==> config.mk <==
export PLATFORM = sky130hd
export DESIGN_NAME = regfile_mp
export DESIGN_NICKNAME = d
export VERILOG_FILES = /design/src/rtl/rf_pkg.sv /design/src/rtl/rf_scrub_fsm.sv /design/src/rtl/regfile_mp.sv
export SDC_FILE = /design/constraint.sdc
export NUM_CORES = 1
export LEC_CHECK = 0
export BUFFER_PORTS_ARGS = -buffer_cell sky130_fd_sc_hd__buf_2
export CAP_MARGIN = 10
export CORE_ASPECT_RATIO = 0.5
export CORE_MARGIN = 10
export CORE_UTILIZATION = 55
export DETAILED_ROUTE_END_ITERATION = 10
export PLACE_DENSITY = 0.75
export SKIP_LAST_GASP = 1
export SYNTH_ARGS = -nofsm -noshare
export SYNTH_HDL_FRONTEND = slang
export SYNTH_HIERARCHICAL = 1
export SYNTH_SLANG_ARGS = --single-unit
export TNS_END_PERCENT = 50
==> constraint.sdc <==
create_clock -name clk -period 8 [get_ports clk]
set_input_delay 1.6 -clock clk [delete_from_list [all_inputs] [get_ports clk]]
set_output_delay 1.6 -clock clk [all_outputs]
set_load 0.01 [all_outputs]
==> src/rtl/rf_pkg.sv <==
// Shared types and defaults for the multi-port register file.
package rf_pkg;

  typedef enum logic [1:0] {
    IDLE  = 2'd0,
    SCRUB = 2'd1,
    DONE  = 2'd2
  } scrub_state_t;

  localparam int unsigned DEF_DATA_W = 16;
  localparam int unsigned DEF_ADDR_W = 4;
  localparam int unsigned DEF_NREAD  = 2;

  function automatic int unsigned depth_of(input int unsigned addr_w);
    return 32'd1 << addr_w;
  endfunction

endpackage

==> src/rtl/rf_scrub_fsm.sv <==
// Scrub sequencer: walks every entry once, issuing a zero-write per cycle.
module rf_scrub_fsm
  import rf_pkg::*;
#(
  parameter int unsigned ADDR_W = DEF_ADDR_W
) (
  input  logic              clk,
  input  logic              clr,
  input  logic              scrub_req,
  output logic              scrub_busy,
  output logic              scrub_done,
  output logic              wr_ready,
  output logic              scrub_we,
  output logic [ADDR_W-1:0] scrub_addr
);

  localparam int unsigned DEPTH = depth_of(ADDR_W);

  scrub_state_t      state, state_nxt;
  logic [ADDR_W-1:0] cnt, cnt_nxt;

  always_ff @(posedge clk or posedge clr) begin
    if (clr) begin
      state <= IDLE;
      cnt   <= '0;
    end else begin
      state <= state_nxt;
      cnt   <= cnt_nxt;
    end
  end

  always_comb begin
    state_nxt  = state;
    cnt_nxt    = cnt;
    scrub_we   = 1'b0;
    scrub_addr = cnt;
    scrub_busy = 1'b0;
    scrub_done = 1'b0;
    wr_ready   = 1'b0;
    unique case (state)
      IDLE: begin
        wr_ready = 1'b1;
        if (scrub_req) begin
          state_nxt = SCRUB;
          cnt_nxt   = '0;
        end
      end
      SCRUB: begin
        scrub_busy = 1'b1;
        scrub_we   = 1'b1;
        // Exit on the last index so cnt never wraps.
        if (cnt == ADDR_W'(DEPTH - 1)) begin
          state_nxt = DONE;
          cnt_nxt   = '0;
        end else begin
          cnt_nxt = cnt + 1'b1;
        end
      end
      DONE: begin
        scrub_done = 1'b1;
        state_nxt  = IDLE;
      end
      default: state_nxt = IDLE;
    endcase
  end

endmodule

==> src/rtl/regfile_mp.sv <==
// Multi-read-port register file with optional zero register and soft scrub.
// Optional write-through forwarding is enabled by defining RF_BYPASS_EN.
module regfile_mp
  import rf_pkg::*;
#(
  parameter int unsigned DATA_W  = DEF_DATA_W,
  parameter int unsigned ADDR_W  = DEF_ADDR_W,
  parameter int unsigned NREAD   = DEF_NREAD,
  parameter int unsigned ZERO_R0 = 1
) (
  input  logic                    clk,
  input  logic                    clr,
  input  logic [NREAD*ADDR_W-1:0] rd_addr,
  output logic [NREAD*DATA_W-1:0] rd_data,
  input  logic                    wr_en,
  input  logic [ADDR_W-1:0]       wr_addr,
  input  logic [DATA_W-1:0]       wr_data,
  output logic                    wr_ready,
  input  logic                    scrub_req,
  output logic                    scrub_busy,
  output logic                    scrub_done
);

  localparam int unsigned DEPTH = depth_of(ADDR_W);

  logic [DATA_W-1:0] mem [DEPTH];
  logic              scrub_we;
  logic [ADDR_W-1:0] scrub_addr;
  logic              wr_accept;
  logic              wr_drop;

  rf_scrub_fsm #(
    .ADDR_W(ADDR_W)
  ) u_scrub (
    .clk       (clk),
    .clr       (clr),
    .scrub_req (scrub_req),
    .scrub_busy(scrub_busy),
    .scrub_done(scrub_done),
    .wr_ready  (wr_ready),
    .scrub_we  (scrub_we),
    .scrub_addr(scrub_addr)
  );

  assign wr_accept = wr_en && wr_ready;
  assign wr_drop   = (ZERO_R0 != 0) && (wr_addr == '0);

  // Scrub and external writes are mutually exclusive: wr_ready is low while scrubbing.
  always_ff @(posedge clk or posedge clr) begin
    if (clr) begin
      for (int unsigned i = 0; i < DEPTH; i++) mem[i] <= '0;
    end else if (scrub_we) begin
      mem[scrub_addr] <= '0;
    end else if (wr_accept && !wr_drop) begin
      mem[wr_addr] <= wr_data;
    end
  end

  for (genvar k = 0; k < NREAD; k++) begin : g_rd
    logic [ADDR_W-1:0] ra;
    logic [DATA_W-1:0] rv;

    assign ra = rd_addr[k*ADDR_W +: ADDR_W];

    always_comb begin
      rv = mem[ra];
`ifdef RF_BYPASS_EN
      if (wr_accept && (wr_addr == ra)) rv = wr_data;
`endif
      if ((ZERO_R0 != 0) && (ra == '0)) rv = '0;
    end

    assign rd_data[k*DATA_W +: DATA_W] = rv;
  end

endmodule

==> out/metrics.cfg <==
[outcome]
outcome=completed

[power_and_ir_drop]
p_sw_mw=1.46
pwr-share-comb_pct=29.8
p_per_area_nw_per_um2=272
power_mw=3.99
total_leakage_power_nw=7.20
peakVddDrop_v=0.000184
intPower_mw=2.54
swShare_pct=36.5
power.clock.fraction_pct=26.9
seqPwrFrac_pct=43.3

[synthesis]
yosysWarnings=6
yosysTopAreaCell=dfrtp_1
ys_ff_latch=246
synth_ff_type=dfrtp_1
synth_top_area_share_pct=44.7
async_flop_share_pct=100
synth_fa_ha_area_share_pct=0.0908
ys_top_cells_by_count=dfrtp_1 (246), a22o_1 (145), mux2i_1 (132)
synthXorXnorAreaFrac_pct=0
post_synth_num_cell_types=43
synth_top_family_by_area=multiplexers
yosysMostFrequentCell=dfrtp_1
synth-simple-area-share_pct=3.87
synthMuxAreaShare_pct=27.8
syn_inst=1052
synthTopCellsByArea=dfrtp_1 (45%), mux4_2 (16%), mux2i_1 (9.6%)
avgSynthCellArea_um2=13.1
synth_fp_nets=1085
synth_compound_area_share_pct=17.9
synth-edff-count=0
syn_area_um2=13800
ys_seq_area_share_pct=44.7

[critical_path]
cpPeakStageDelay_ns=0.88
cp-end-kind=output pin
critPathKind=input port to output pin
crit_path_top_delay_cell=nor2b_2
worst_ep_arrival_time_ns=4.15
path_cells=buf_4, buf_4, nor2b_2, a221oi_1, a211oi_1, buf_2
required_ns=6.40
crit_family=simple AND/OR/NAND/NOR gates
path_common_cell=buf_4
path_max_fanout=43
worst_setup_path_start_kind=input port
rrSetupSlack_ns=5.34
critPathBufInv=3

[global_routing]
grt_pass1_wl_mm=68.2
antenna_found_initial=3
grtUsageTotal_pct=27.4
busiest_layer=met2
grt_use_met3_pct=11.8
grt_pass1_vias=10400
met1_usage_pct=36.3
grt.overflow.total=0
met2_usage_pct=39.9
grt_max_degree=182

[sta]
relSlewSlack_pct=13.2
maxSlewViolCount=0
rsz0062_at_grt=no
period_share_pct=71.9
setup_viol=0
tns_ns=0
skew_ns=0.0142
worst_slew_pin_slew_ns=1.30
period_needed_ns=5.75
finalHoldViolations=0
fmax_mhz=174

[routing]
first_pass_iters=6
routed_via_density=7.58
finalWirelength_mm=44.9
first_iter_violations=1721
ant_nets=0
via_count=10600
drc=0
drt-wirelength-per-cell_um=32.2

[hold_path]
hold_class=flip-flop to flip-flop

[cells_and_area]
n_antenna_cell=0
final_nets=1074
drive_gt1_share_pct=25.8
syn_to_final_growth_pct=6.69

[placement]
hpwlAfterDp_mm=26.4
portBuffers=66
place_congestion=0.875

[clocking]
cts_made_buffers=23
postCtsSetupBuffers=0
clock_latency_ns=0.53
cts-root-buf=clkbuf_16
cts.sinks=246
cts.hold.buffers_added=0
htreeDepth=1
postCtsResizedCells=0
cts_tree=yes
cts.path.max_buffers=3
clkSlewWorstSetupHoldPaths_ns=0.06

[floorplanning]
initial_core_util_pct=56.6
die-area_um2=32200
io_pins=67
die_w_um=244
design.core.area_um2=24300
floorplan.die.height_um=132
rows=40

[run]
cap_violations=0

## stage by stage
step	hold WS [ns]	utilization (%)	instance area [um2]	instances	setup WS, ns
floorplan	0.476	-	13800	1052	3.25
global placement	0.493	57.5	14000	1352	2.34
detailed placement	0.497	57.5	14000	1352	2.30
CTS	0.518	60.4	14700	1393	2.31
global route	0.536	60.4	14700	1393	2.17
finish	0.519	60.4	14700	1393	2.25
## flip-flops by register name, indices dropped and copies added, names as in the netlist
signal / cells
u_scrub/state: 2
mem: 240
u_scrub/scrub_addr: 4
## layout by cell type (no fill, tap or decap), drive strengths merged
cell and instances:
or3b 1, mux2 31, buf 83, and3 12, nand3b 2, a22oi 2, o211ai 1, a32oi 9
and4b 1, a22o 145, a211oi 30, clkinvlp 4, mux4 96, a21oi 2, o31ai 1, and2 4
mux2i 132, nand2 5, or2 3, ha 1, nor2b 10, a221oi 31, inv 19, nand3 7
and3b 3, and2b 1, nor2 34, clkbuf 34, clkinv 4, o21bai 1, o21ai 97, dfrtp 246
o41ai 1, nand2b 4
## power by group through the flow
stage / clock network [mW] / registers (mW) / logic (mW)
after floorplan: 0 / 1.66 / 0.843
after global placement: 0 / 1.71 / 1.11
after detailed placement: 0 / 1.73 / 1.15
after CTS: 1.08 / 1.71 / 1.16
after global routing: 1.13 / 1.76 / 1.26
final: 1.08 / 1.73 / 1.19
## kinds of logic after synthesis
logic type | after synthesis
mux | 259
compound gates | 320
buf+inv | 139
fa+ha+maj | 1
simple gates | 87
flops | 246
## final timing paths
path,to,depth (start not counted),start
max in group asynchronous,mem[115],4,clr
min reg2reg,mem[98],1,mem[98]
max reg2reg,mem[84],4,u_scrub/state[1]
min,mem[98],1,mem[98]
min in group asynchronous,u_scrub/scrub_addr[0],2,clr
max,rd_data[15],6,rd_addr[1]
## cell type report
class / count / area (um2)
clock buffer: 34 / 677
multi-input combinational: 667 / 6840
sequential: 246 / 6160
timing repair buffer: 83 / 480
tap: 336 / 420
inverter: 20 / 78.8
clock inverter: 7 / 42.5
fill: 1891 / 9620
## per-layer routing
layer	wire length (um)	up-vias
met4	1620	6
met5	45	-
li1	-	4121
met1	17000	5399
met3	6790	155
met2	19400	880
Note: power is estimated with default switching activity, not from simulation.
